File: src/rtl/cpu_pkg.sv
// Shared CPU definitions: widths, opcode map, bubble encoding and the
// fetch-stage state type used by the fetch unit and its IF/ID register.
package cpu_pkg;

   // Default datapath widths for the fetch stage
   localparam int CPU_PC_WIDTH    = 8;
   localparam int CPU_INSTR_WIDTH = 9;
   localparam int CPU_CNT_WIDTH   = 16;

   // 5-bit opcode field lives in instr[8:4]
   localparam logic [4:0] OP_ADD    = 5'b00000;
   localparam logic [4:0] OP_SUB    = 5'b00001;
   localparam logic [4:0] OP_AND    = 5'b00010;
   localparam logic [4:0] OP_OR     = 5'b00011;
   localparam logic [4:0] OP_XOR    = 5'b00100;
   localparam logic [4:0] OP_SHL    = 5'b00101;
   localparam logic [4:0] OP_SHR    = 5'b00110;
   localparam logic [4:0] OP_ADDI   = 5'b01000;
   localparam logic [4:0] OP_LOADI  = 5'b01001;
   localparam logic [4:0] OP_LOAD   = 5'b10000;
   localparam logic [4:0] OP_STORE  = 5'b10001;
   localparam logic [4:0] OP_BEQ    = 5'b11000;
   localparam logic [4:0] OP_JMP    = 5'b11001;
   localparam logic [4:0] OP_HALT   = 5'b11010;
   localparam logic [4:0] OP_BUBBLE = 5'b11011;

   // Word placed in IF/ID when there is no real instruction; decodes to
   // an opcode with no architectural effect
   localparam logic [8:0] BUBBLE_WORD = {OP_BUBBLE, 4'b0000};

   // Fetch-stage control state
   typedef enum logic [1:0] {
      IDLE   = 2'd0,
      RUN    = 2'd1,
      HALTED = 2'd2
   } fetch_state_t;

endpackage

File: src/rtl/if_id_reg.sv
// IF/ID pipeline register: instruction word, its PC and a valid bit.
// Control priority is flush (load BUBBLE, clear valid, keep pc) over
// load (capture the fetched word) over hold.
module if_id_reg
   import cpu_pkg::*;
#(
   parameter int                     PC_WIDTH    = CPU_PC_WIDTH,
   parameter int                     INSTR_WIDTH = CPU_INSTR_WIDTH,
   parameter logic [INSTR_WIDTH-1:0] BUBBLE      = BUBBLE_WORD
) (
   input  logic                   clk,
   input  logic                   reset,
   input  logic                   i_load,
   input  logic                   i_flush,
   input  logic [INSTR_WIDTH-1:0] i_instr,
   input  logic [PC_WIDTH-1:0]    i_pc,
   output logic [INSTR_WIDTH-1:0] o_instr,
   output logic [PC_WIDTH-1:0]    o_pc,
   output logic                   o_valid
);

   logic [INSTR_WIDTH-1:0] r_instr;
   logic [PC_WIDTH-1:0]    r_pc;
   logic                   r_valid;

   // Pipeline register update: flush beats load, otherwise hold
   always_ff @(posedge clk or posedge reset) begin
      if (reset) begin
         r_instr <= BUBBLE;
         r_pc    <= '0;
         r_valid <= 1'b0;
      end else if (i_flush) begin
         r_instr <= BUBBLE;
         r_valid <= 1'b0;
      end else if (i_load) begin
         r_instr <= i_instr;
         r_pc    <= i_pc;
         r_valid <= 1'b1;
      end
   end

   assign o_instr = r_instr;
   assign o_pc    = r_pc;
   assign o_valid = r_valid;

endmodule

File: src/rtl/fetch_unit.sv
// Instruction-fetch stage. Owns the PC, drives the ROM address, and feeds
// the IF/ID register. Handles start/restart, branch redirect (which also
// cancels a speculative halt), stall, halt detection and a saturating
// count of delivered instructions.
//
// Control priority in every state: start, branch_taken, stall, fetch.
// In IDLE only start is honoured. In HALTED stall is irrelevant: after the
// halt word has been visible for one cycle IF/ID carries bubbles.
module fetch_unit
   import cpu_pkg::*;
#(
   parameter int                     PC_WIDTH    = CPU_PC_WIDTH,
   parameter int                     INSTR_WIDTH = CPU_INSTR_WIDTH,
   parameter logic [4:0]             HALT_OP     = OP_HALT,
   parameter logic [INSTR_WIDTH-1:0] BUBBLE      = BUBBLE_WORD,
   parameter int                     CNT_WIDTH   = CPU_CNT_WIDTH
) (
   input  logic                   clk,
   input  logic                   reset,
   input  logic                   start,
   input  logic [PC_WIDTH-1:0]    start_addr,
   input  logic                   stall,
   input  logic                   branch_taken,
   input  logic [PC_WIDTH-1:0]    branch_target,
   output logic [PC_WIDTH-1:0]    imem_addr,
   input  logic [INSTR_WIDTH-1:0] imem_data,
   output logic [INSTR_WIDTH-1:0] instruction_out,
   output logic [PC_WIDTH-1:0]    pc_out,
   output logic                   valid_out,
   output logic                   halted,
   output logic [CNT_WIDTH-1:0]   dynamic_count,
   output logic [1:0]             dbg_state
);

   localparam logic [PC_WIDTH-1:0]  PC_ONE  = {{(PC_WIDTH-1){1'b0}}, 1'b1};
   localparam logic [CNT_WIDTH-1:0] CNT_ONE = {{(CNT_WIDTH-1){1'b0}}, 1'b1};

   fetch_state_t           r_state;
   logic [PC_WIDTH-1:0]    r_pc;
   logic [CNT_WIDTH-1:0]   r_cnt;
   logic                   r_halted;

   fetch_state_t           w_state_next;
   logic [PC_WIDTH-1:0]    w_pc_next;
   logic [CNT_WIDTH-1:0]   w_cnt_next;
   logic                   w_halted_next;
   logic                   w_load;
   logic                   w_flush;
   logic                   w_is_halt;
   logic [CNT_WIDTH-1:0]   w_cnt_inc;

   // Opcode field of the word currently on the ROM bus
   assign w_is_halt = (imem_data[INSTR_WIDTH-1 -: 5] == HALT_OP);

   // Counter increment that sticks at all-ones
   assign w_cnt_inc = (r_cnt == {CNT_WIDTH{1'b1}}) ? r_cnt : (r_cnt + CNT_ONE);

   // State, PC, counter and halt flag registers
   always_ff @(posedge clk or posedge reset) begin
      if (reset) begin
         r_state  <= IDLE;
         r_pc     <= '0;
         r_cnt    <= '0;
         r_halted <= 1'b0;
      end else begin
         r_state  <= w_state_next;
         r_pc     <= w_pc_next;
         r_cnt    <= w_cnt_next;
         r_halted <= w_halted_next;
      end
   end

   // Next-state, PC, counter and IF/ID control decode
   always_comb begin
      w_state_next  = r_state;
      w_pc_next     = r_pc;
      w_cnt_next    = r_cnt;
      w_halted_next = r_halted;
      w_load        = 1'b0;
      w_flush       = 1'b0;

      if (start) begin
         w_pc_next     = start_addr;
         w_flush       = 1'b1;
         w_cnt_next    = '0;
         w_halted_next = 1'b0;
         w_state_next  = RUN;
      end else begin
         case (r_state)
            IDLE: begin
               // Keep a bubble in IF/ID; stall and branch have no meaning yet
               w_flush = 1'b1;
            end
            RUN: begin
               if (branch_taken) begin
                  // Redirect wins over stall and discards the wrong-path word
                  w_pc_next = branch_target;
                  w_flush   = 1'b1;
               end else if (stall) begin
                  // Everything holds; a halt word on the bus is ignored here
               end else begin
                  w_load     = 1'b1;
                  w_cnt_next = w_cnt_inc;
                  if (w_is_halt) begin
                     w_state_next  = HALTED;
                     w_halted_next = 1'b1;
                  end else begin
                     w_pc_next = r_pc + PC_ONE;
                  end
               end
            end
            HALTED: begin
               if (branch_taken) begin
                  // The halt was on a mispredicted path: cancel it and resume
                  w_pc_next     = branch_target;
                  w_flush       = 1'b1;
                  w_halted_next = 1'b0;
                  w_state_next  = RUN;
               end else begin
                  // Halt word was visible for one cycle; bubbles from now on
                  w_flush = 1'b1;
               end
            end
            default: begin
               w_state_next = IDLE;
               w_flush      = 1'b1;
            end
         endcase
      end
   end

   if_id_reg #(
      .PC_WIDTH    (PC_WIDTH),
      .INSTR_WIDTH (INSTR_WIDTH),
      .BUBBLE      (BUBBLE)
   ) u_if_id (
      .clk     (clk),
      .reset   (reset),
      .i_load  (w_load),
      .i_flush (w_flush),
      .i_instr (imem_data),
      .i_pc    (r_pc),
      .o_instr (instruction_out),
      .o_pc    (pc_out),
      .o_valid (valid_out)
   );

   assign imem_addr     = r_pc;
   assign halted        = r_halted;
   assign dynamic_count = r_cnt;
   assign dbg_state     = r_state;

endmodule

File: config.mk
export PLATFORM = sky130hd
export DESIGN_NAME = fetch_unit
export DESIGN_NICKNAME = d
export VERILOG_FILES = /design/src/rtl/cpu_pkg.sv /design/src/rtl/if_id_reg.sv /design/src/rtl/fetch_unit.sv
export SDC_FILE = /design/constraint.sdc
export NUM_CORES = 1
export LEC_CHECK = 0
export ABC_AREA = 0
export BUFFER_PORTS_ARGS = -buffer_cell sky130_fd_sc_hd__buf_2
export CELL_PAD_IN_SITES_DETAIL_PLACEMENT = 2
export CELL_PAD_IN_SITES_GLOBAL_PLACEMENT = 2
export CORE_MARGIN = 2
export CORE_UTILIZATION = 32
export CTS_CLUSTER_DIAMETER = 150
export DETAILED_ROUTE_END_ITERATION = 10
export GPL_ROUTABILITY_DRIVEN = 0
export PLACE_DENSITY_LB_ADDON = 0.05
export SYNTH_ARGS = -nofsm -noshare
export SYNTH_HDL_FRONTEND = slang
export SYNTH_SLANG_ARGS = --single-unit
File: constraint.sdc
create_clock -name clk -period 4.35 [get_ports clk]
set_clock_uncertainty 0.2 [all_clocks]
set_input_delay 1.0875 -clock clk [delete_from_list [all_inputs] [get_ports clk]]
set_output_delay 1.0875 -clock clk [all_outputs]
set_load 0.02 [all_outputs]
Word-level counts from Yosys, hierarchy flattened --
Cells that the tools add are included.
Word-level totals: output and inout port bits 45, register bits 45, word-level logic and storage cells 67, input bits 30
Cells by class: add/subtract/negate cells 2, bitwise operators 1, muxes and demuxes 34, equal/unequal tests 14, reduce and logical (&&, ||, !) cells 9
Operators by type and width (number):
- 16-bit two-way mux | 5
- 8-bit two-way mux | 5
- 9-bit two-way mux | 2
- 16-bit by 1-bit adder with 16-bit output (second input constant) | 1
- 16-bit == test (second input constant) | 1
- 8-bit one-hot mux with 2 select lines | 1
- 1-bit two-way mux | 14
- 3-bit != test (second input constant) | 4
- 2-bit two-way mux | 5
- 5-bit AND reduction | 2
- 8-bit by 1-bit adder with 8-bit output (second input constant) | 1
- 2-bit != test (second input constant) | 4
- 4-bit != test (second input constant) | 2
- 4-bit AND reduction | 2
- 2-bit one-hot mux with 3 select lines | 1
- 5-bit == test (second input constant) | 1
- 2-bit nonzero test | 2
- 3-bit nonzero test | 1
- 2-bit by 1-bit == test with 1-bit output (second input constant) | 1
- 2-bit == test (second input constant) | 1
- 2-bit logical NOT | 1
- 1-bit one-hot mux with 2 select lines | 1
- 2-bit AND reduction | 1
- 1-bit inverter | 1

Depth between registers and ports, before layout --
Gate-level depths: netlist (run 1).
word-level depth 6, depth in mapped cells 7, gate-level depth less buffers 6

Cells and area by module --
A second synthesis (run 1) with hierarchy kept.
Second synthesis, totals: cell total of the unflattened synthesis 246, area, all modules 2497.4 µm²
Modules (own cells, without submodules):
- fetch_unit | instances 1, cells each 195, sequential area each 675.6 µm², area each 1742.9 µm²
- if_id_reg | instances 1, cells each 51, sequential area each 455.4 µm², area each 754.5 µm²

Least setup slack after synthesis (run 1) --
No wires, ideal clock.
path type input -> register, from input branch_taken, to register r_cnt[9] (netlist: dynamic_count[9]), buffers on the path 1, setup time 132 ps, arrival 2411 ps, slack 1607 ps, stages on the path 6, required time 4018 ps, cell sequence buf_2 > nor4b_4 > nand3_4 > a2111oi_1 > xnor2_1 > nor2_1
On the way: word-level cells in the longest chain between the ends 2
RTL lines:
- from (decl) | line fetch_unit.sv:23 | input logic branch_taken,
- 2-bit != test (no line)
- 4-bit AND reduction (no line)
- to (signal assigned) | line fetch_unit.sv:68 | r_cnt <= w_cnt_next;
- to (decl) | line fetch_unit.sv:40 | logic [CNT_WIDTH-1:0] r_cnt;
No other way between the ends. A chain may end at the register's enable or synchronous reset.

Worst setup path in the final report (run 1) --
from input branch_taken, to register u_if_id.r_instr[3] (netlist: u_if_id.o_instr[3])
On the way: word-level cells in the longest chain between the ends 4, elaborated cells on any way between the ends 8, classes of those cells mux: 7; reduce/logical: 1
RTL lines:
- 1-bit two-way mux | line fetch_unit.sv:95 | if (branch_taken) begin
- 1-bit two-way mux (on tied branches)
- 1-bit two-way mux | line fetch_unit.sv:82 | if (start) begin
- 9-bit two-way mux or 2-bit nonzero test (tied branches)
- to (signal assigned) | line if_id_reg.sv:36 | r_instr <= i_instr;
- to (decl) | line if_id_reg.sv:22 | logic [INSTR_WIDTH-1:0] r_instr;
Parallel ways exist; a longest one is shown, timed or not.

==> results of run 1 <==
## logic make-up (layout without fill, tap and decap cells)
kind of cell               after synthesis  count (layout)
and+or+nand+nor                        113             113
AOI/OAI and AO/OA                       56              56
DFF                                     45              45
buffers and inverters                   21              91
xor gates and xnor gates                16              16
muxes                                    4               4
adders and majority gates                2               2
## final cells by class
cell class,count,area (µm²)
Multi-Input combinational cell,191,1180
Tap cell,99,124
Sequential cell,45,1130
Inverter,8,30.0
Clock buffer,8,90.1
Timing Repair Buffer,75,378
Fill cell,875,4320
## cells in the final DEF (no fill, tap or decap), drive strengths merged, types with 3 or more instances in the layout
cell type,instances
xnor2,14
dfrtp,41
a21oi,12
and3,3
nor4,3
o21ai,14
nand2,38
inv,8
nand4,6
nand3,12
or2b,3
dfstp,4
nor3,6
a2111oi,3
buf,75
and4,3
a211oi,6
nor2b,3
and2,3
clkbuf,8
nor2,24
o22a,4
a22o,5
## flip-flops by register name (all words and copies together), names as in the netlist
name / cells
dbg_state: 2
u_if_id.o_instr: 9
u_if_id.o_valid: 1
imem_addr: 8
dynamic_count: 16
halted: 1
u_if_id.o_pc: 8
## power by group
group | internal [µW] | switching (µW) | total (µW)
Sequential | 450 | 36.6 | 487
Clock | 130 | 147 | 277
Combinational | 67.5 | 117 | 184
Total | 648 | 300 | 948
## metal layers
metal	up-vias	routed length (µm)	part of all wire (%)	global-route usage, %
met5	-	0	0	0
met4	0	59	0.80	4.36
met3	4	380	5.1	3.92
met2	51	3450	47	30.5
met1	1099	3520	48	26.3
li1	1049	-	-	-
## worst min path at each step
stage | from | to | slack, ns | depth (start not counted)
after floorplan | u_if_id.o_instr[4]$_DFFE_PP1P_ | u_if_id.o_instr[4]$_DFFE_PP1P_ | 0.35 | 1
after global placement | u_if_id.o_pc[0]$_DFFE_PP0P_ | u_if_id.o_pc[0]$_DFFE_PP0P_ | 0.26 | 2
after detailed placement | u_if_id.o_pc[4]$_DFFE_PP0P_ | u_if_id.o_pc[4]$_DFFE_PP0P_ | 0.27 | 2
after CTS | u_if_id.o_pc[4]$_DFFE_PP0P_ | u_if_id.o_pc[4]$_DFFE_PP0P_ | 0.30 | 2
after global routing | u_if_id.o_pc[7]$_DFFE_PP0P_ | u_if_id.o_pc[7]$_DFFE_PP0P_ | 0.32 | 2
final | u_if_id.o_pc[7]$_DFFE_PP0P_ | u_if_id.o_pc[7]$_DFFE_PP0P_ | 0.29 | 2
## critical path, stage by stage
cell and delay (ns):
buf_2 0.15, nor4b_4 0.56, nor2b_1 0.77, a22o_1 0.27
## per-stage QoR
stage / worst slack [ns] / area [µm²] / hold slack, ns
floorplan: 1.61 / 2400 / 0.346
global placement: 1.29 / 2850 / 0.260
detailed placement: 1.21 / 2850 / 0.274
CTS: 1.51 / 2940 / 0.296
global route: 1.33 / 2940 / 0.324
finish: 1.55 / 2940 / 0.289
==> impl_metrics.json, run 1 <==
{
  "status": "finished clean",
  "yosys_warnings": 0,
  "hp-class": "register to register",
  "numCtsBuffers": 5,
  "grt_pass1_vias": 2420,
  "start_util_pct": 33.1,
  "post-route-util_pct": 40.5,
  "synth-edff-count": 0,
  "synthXorXnorAreaFrac_pct": 5.83,
  "synthAdderAreaFrac_pct": 1.04,
  "cts.repair.resized": 0,
  "muxShareOfSynthArea_pct": 1.77,
  "seq_area_frac_synth_pct": 47.1,
  "synth_area_per_cell_um2": 9.35,
  "rows": 31,
  "power_density_nw_per_um2": 323,
  "rsz0062_at_grt": "false",
  "finalCritPeriodShare_pct": 64.4,
  "worstSetupPathType": "input pin to register",
  "ir_worst_vdd_uv": 138,
  "syn_inst": 257,
  "synth_compound_area_share_pct": 16.3,
  "place_inst": 418,
  "rr_startpoint": "dbg_state[1]$_DFFE_PP0P_",
  "nNetsFinal": 358,
  "wl_per_cell_um": 17.4,
  "setup.worst_path.start_class": "input pin",
  "setup_tns_ns": 0,
  "drcViolationCount": 0,
  "die-area_um2": 8220,
  "yosys.cell_count.top_type": "dfrtp_1",
  "cts.sinks": 45,
  "synth_area_leaders": "dfrtp_1 (43%), nand2_1 (5.9%), xnor2_1 (5.1%)",
  "antenna_cells": 0,
  "yosysTopAreaCell": "dfrtp_1",
  "p_leak_uw": 0.00134,
  "vias": 2203,
  "finalSetupViolCount": 0,
  "core_area_um2": 7250,
  "cp-startpoint": "branch_taken",
  "cap_violations": 0,
  "synthSimpleGateAreaFrac_pct": 24.3,
  "ant_nets": 0,
  "cts-root-buf": "clkbuf_8",
  "portBuffers": 74,
  "cts_tree": "done",
  "cp_max_fo": 12,
  "synth_seq_cells": 45,
  "grtUsageTotal_pct": 19.0,
  "tightest_slew_ns": 0.969,
  "synth_area_um2": 2400,
  "die_h_um": 90.7,
  "relSlewSlack_pct": 35.3,
  "dr.first_iter.drc_count": 55,
  "fmax_ghz": 0.357,
  "grt_overflow": 0,
  "avgViaCountPerCell": 5.17,
  "synth_fp_nets": 289,
  "drive_gt1_share_pct": 28.4,
  "worstSkewPairLatency_ns": 0.30,
  "htree_levels": 2,
  "final_cells": 426,
  "synthDominantCellAreaShare_pct": 42.7,
  "end_kind": "register",
  "grt_start_max_net_pins": 46,
  "synth_top_family_by_area": "simple AND/OR/NAND/NOR gates",
  "worstSetupEndpoint": "u_if_id.o_instr[3]$_DFFE_PP0P_",
  "crit_required_ns": 4.39,
  "antenna_found_initial": 0,
  "post-cts-setup-buffer-count": 0,
  "ff2ff_setup_slack_ns": 1.90,
  "wl_um": 7410,
  "final_hold_viol_count": 0,
  "place.detailed.hpwl_um": 5380,
  "async_flop_share_pct": 100,
  "grt_pass1_wl_um": 12500,
  "crit_arrival_ns": 2.84,
  "cts_hold_buf": 0,
  "ios": 75,
  "fin_total_pwr_uw": 948,
  "slew_violations": 0,
  "r2r_end": "u_if_id.o_instr[3]$_DFFE_PP0P_",
  "synth_common_cells": "dfrtp_1 (41), nand2_1 (38), nor2_1 (24)",
  "die_w_um": 90.7,
  "clk_pin_slew_worst_paths_ns": 0.09,
  "clk_path_buf_depth": 2,
  "drt-pass1-iter-count": 4,
  "min_period_ns": 2.80,
  "synthDistinctLibCells": 47,
  "rr_worst_depth": 3,
  "syn_to_final_growth_pct": 22.2,
  "synth_top_flop_cell": "dfrtp_1"
}
No activity file was read; power rests on OpenSTA's default activity.
==> run 2: changes to the inputs <==
ABC_AREA = 1   (was 0)
CORE_UTILIZATION = 26   (was 32)
clock period = 2.4 ns   (was 4.35 ns; I/O delays follow)
==> impl_metrics.json, run 2 <==
{
  "synth-edff-count": 0,
  "crit_arrival_ns": 1.96,
  "start_util_pct": 26.5,
  "die_w_um": 106,
  "portBuffers": 74,
  "worstSkewPairLatency_ns": 0.30,
  "fin_area_um2": 3350,
  "grt_overflow": 0,
  "cts_hold_buf": 0,
  "async_flop_share_pct": 100,
  "synth_compound_area_share_pct": 10.3,
  "finalSetupViolCount": 0,
  "dr.first_iter.drc_count": 43,
  "synthSimpleGateAreaFrac_pct": 35.5,
  "p_leak_uw": 0.00184,
  "largest_register_ffs": 16,
  "syn_inst": 372,
  "yosysTopAreaCell": "dfrtp_1",
  "min_period_ns": 2.00,
  "numCtsBuffers": 5,
  "worst_slack_ns": 0.405,
  "synth_top_flop_cell": "dfrtp_1",
  "final_common_cell": "nand2_1",
  "end_kind": "register",
  "synth_area_um2": 2710,
  "synthDistinctLibCells": 34,
  "die_h_um": 106,
  "vias": 2706,
  "fmax_ghz": 0.501,
  "final_hold_viol_count": 0,
  "synth_seq_cells": 45,
  "hp-class": "input pin to async pin",
  "layout_common_cells": "nand2_1 (129), buf_2 (74), inv_1 (44), dfrtp_1 (41), nand3_1 (39)",
  "grt_start_max_net_pins": 22,
  "place.detailed.hpwl_um": 7050,
  "drcViolationCount": 0,
  "synth_common_cells": "nand2_1 (129), inv_1 (45), dfrtp_1 (41)",
  "rr_startpoint": "dynamic_count[0]$_DFFE_PP0P_",
  "hold-worst-slack_ns": 0.0920,
  "clk_pin_slew_worst_paths_ns": 0.09,
  "fillerInstances": 1236,
  "cp-startpoint": "dynamic_count[0]$_DFFE_PP0P_",
  "grtUsageTotal_pct": 16.6,
  "antenna_found_initial": 0,
  "htree_levels": 2,
  "setup_tns_ns": 0,
  "crit_required_ns": 2.37,
  "ir_worst_vdd_uv": 326,
  "place_area_um2": 3220,
  "rows": 37,
  "post-cts-setup-buffer-count": 0,
  "cts-root-buf": "clkbuf_8",
  "final_cells": 586,
  "slew_violations": 0,
  "die-area_um2": 11300,
  "cp_max_fo": 21,
  "antenna_cells": 0,
  "synth_area_leaders": "dfrtp_1 (38%), nand2_1 (18%), nand3_1 (7.2%)",
  "finalCritPeriodShare_pct": 83.1,
  "cts.sinks": 45,
  "grt_pass1_vias": 2993,
  "clk_path_buf_depth": 2,
  "wl_per_cell_um": 15.0,
  "status": "finished clean",
  "drt-pass1-iter-count": 4,
  "synthDominantCellAreaShare_pct": 37.9,
  "avgViaCountPerCell": 4.62,
  "drive_gt1_share_pct": 26.4,
  "ant_nets": 0,
  "synth_fp_nets": 404,
  "yosys.cell_count.top_type": "nand2_1",
  "cap_violations": 0,
  "relSlewSlack_pct": 71.6,
  "rsz0062_at_grt": "false",
  "cts_tree": "done",
  "synthXorXnorAreaFrac_pct": 1.94,
  "nNetsFinal": 481,
  "core_area_um2": 10200,
  "setup.worst_path.start_class": "register",
  "tightest_slew_ns": 0.426,
  "wl_um": 8790,
  "ios": 75,
  "yosys_warnings": 0,
  "grt_pass1_wl_um": 15100,
  "synthAdderAreaFrac_pct": 0.923,
  "cts.repair.resized": 0,
  "synth_area_per_cell_um2": 7.29,
  "post-place-ws_ns": 0.320,
  "syn_to_final_growth_pct": 23.6,
  "place_inst": 578,
  "worstSetupPathType": "register to register",
  "synth_top_family_by_area": "simple AND/OR/NAND/NOR gates",
  "seq_area_frac_synth_pct": 41.7,
  "muxShareOfSynthArea_pct": 0,
  "power_density_nw_per_um2": 887
}
run 2: final cells by class:
class / count / area [µm²] / share of cell area (%)
Tap cell: 136 / 170 / 5.08
Multi-Input combinational cell: 269 / 1320 / 39.3
Clock inverter: 3 / 65.1 / 1.94
Inverter: 49 / 189 / 5.64
Sequential cell: 45 / 1130 / 33.8
Clock buffer: 5 / 68.8 / 2.05
Timing Repair Buffer: 79 / 408 / 12.2
run 2: layer usage:
metal,track usage [%],vias to the layer above,part of all wire (%)
met2,28.9,42,49
met4,2.26,0,0.43
met1,22.4,1328,48
li1,-,1334,-
met5,0,-,0
met3,2.45,2,2.8
run 2: critical path, cell delays in order (launching register included):
cell and delay, ns:
dfrtp_1 0.45, ha_1 0.31, nand3_1 0.18, nor2_1 0.19, nand3_1 0.09, nand3_1 0.07, buf_4 0.25, o21ai_0 0.13
run 2: power breakdown:
group	total [µW]	internal [µW]	switching, µW
sequential	1130	935	200
combinational	1150	364	785
clock	687	414	273
total	2970	1710	1260
run 2: kinds of logic after synthesis:
logic type / after synthesis
AO/OA/AOI/OAI: 42
XOR/XNOR: 6
adder cells (fa/ha/maj): 2
buffers and inverters: 58
flip-flops: 45
AND/OR/NAND/NOR: 219
run 2: worst paths after layout:
kind                       slack [ns]                             end  cells past startpoint
setup / recovery                 0.40   dynamic_count[15]$_DFFE_PP0P_                      7
max in group asynchronous        1.25  u_if_id.o_instr[4]$_DFFE_PP1P_                      3
setup reg to reg                 0.40   dynamic_count[15]$_DFFE_PP0P_                      7
min in group clk                 0.28     u_if_id.o_valid$_DFFE_PP0P_                      2
hold / removal                   0.09  u_if_id.o_instr[0]$_DFFE_PP0P_                      2
hold reg to reg                  0.28     u_if_id.o_valid$_DFFE_PP0P_                      2
run 2: per-stage QoR:
stage | total power [µW] | util (%)
floorplan | 1900 | -
global placement | 2280 | 31.4
detailed placement | 2330 | 31.4
CTS | 3030 | 32.7
global route | 3220 | 32.7
finish | 2970 | 32.7
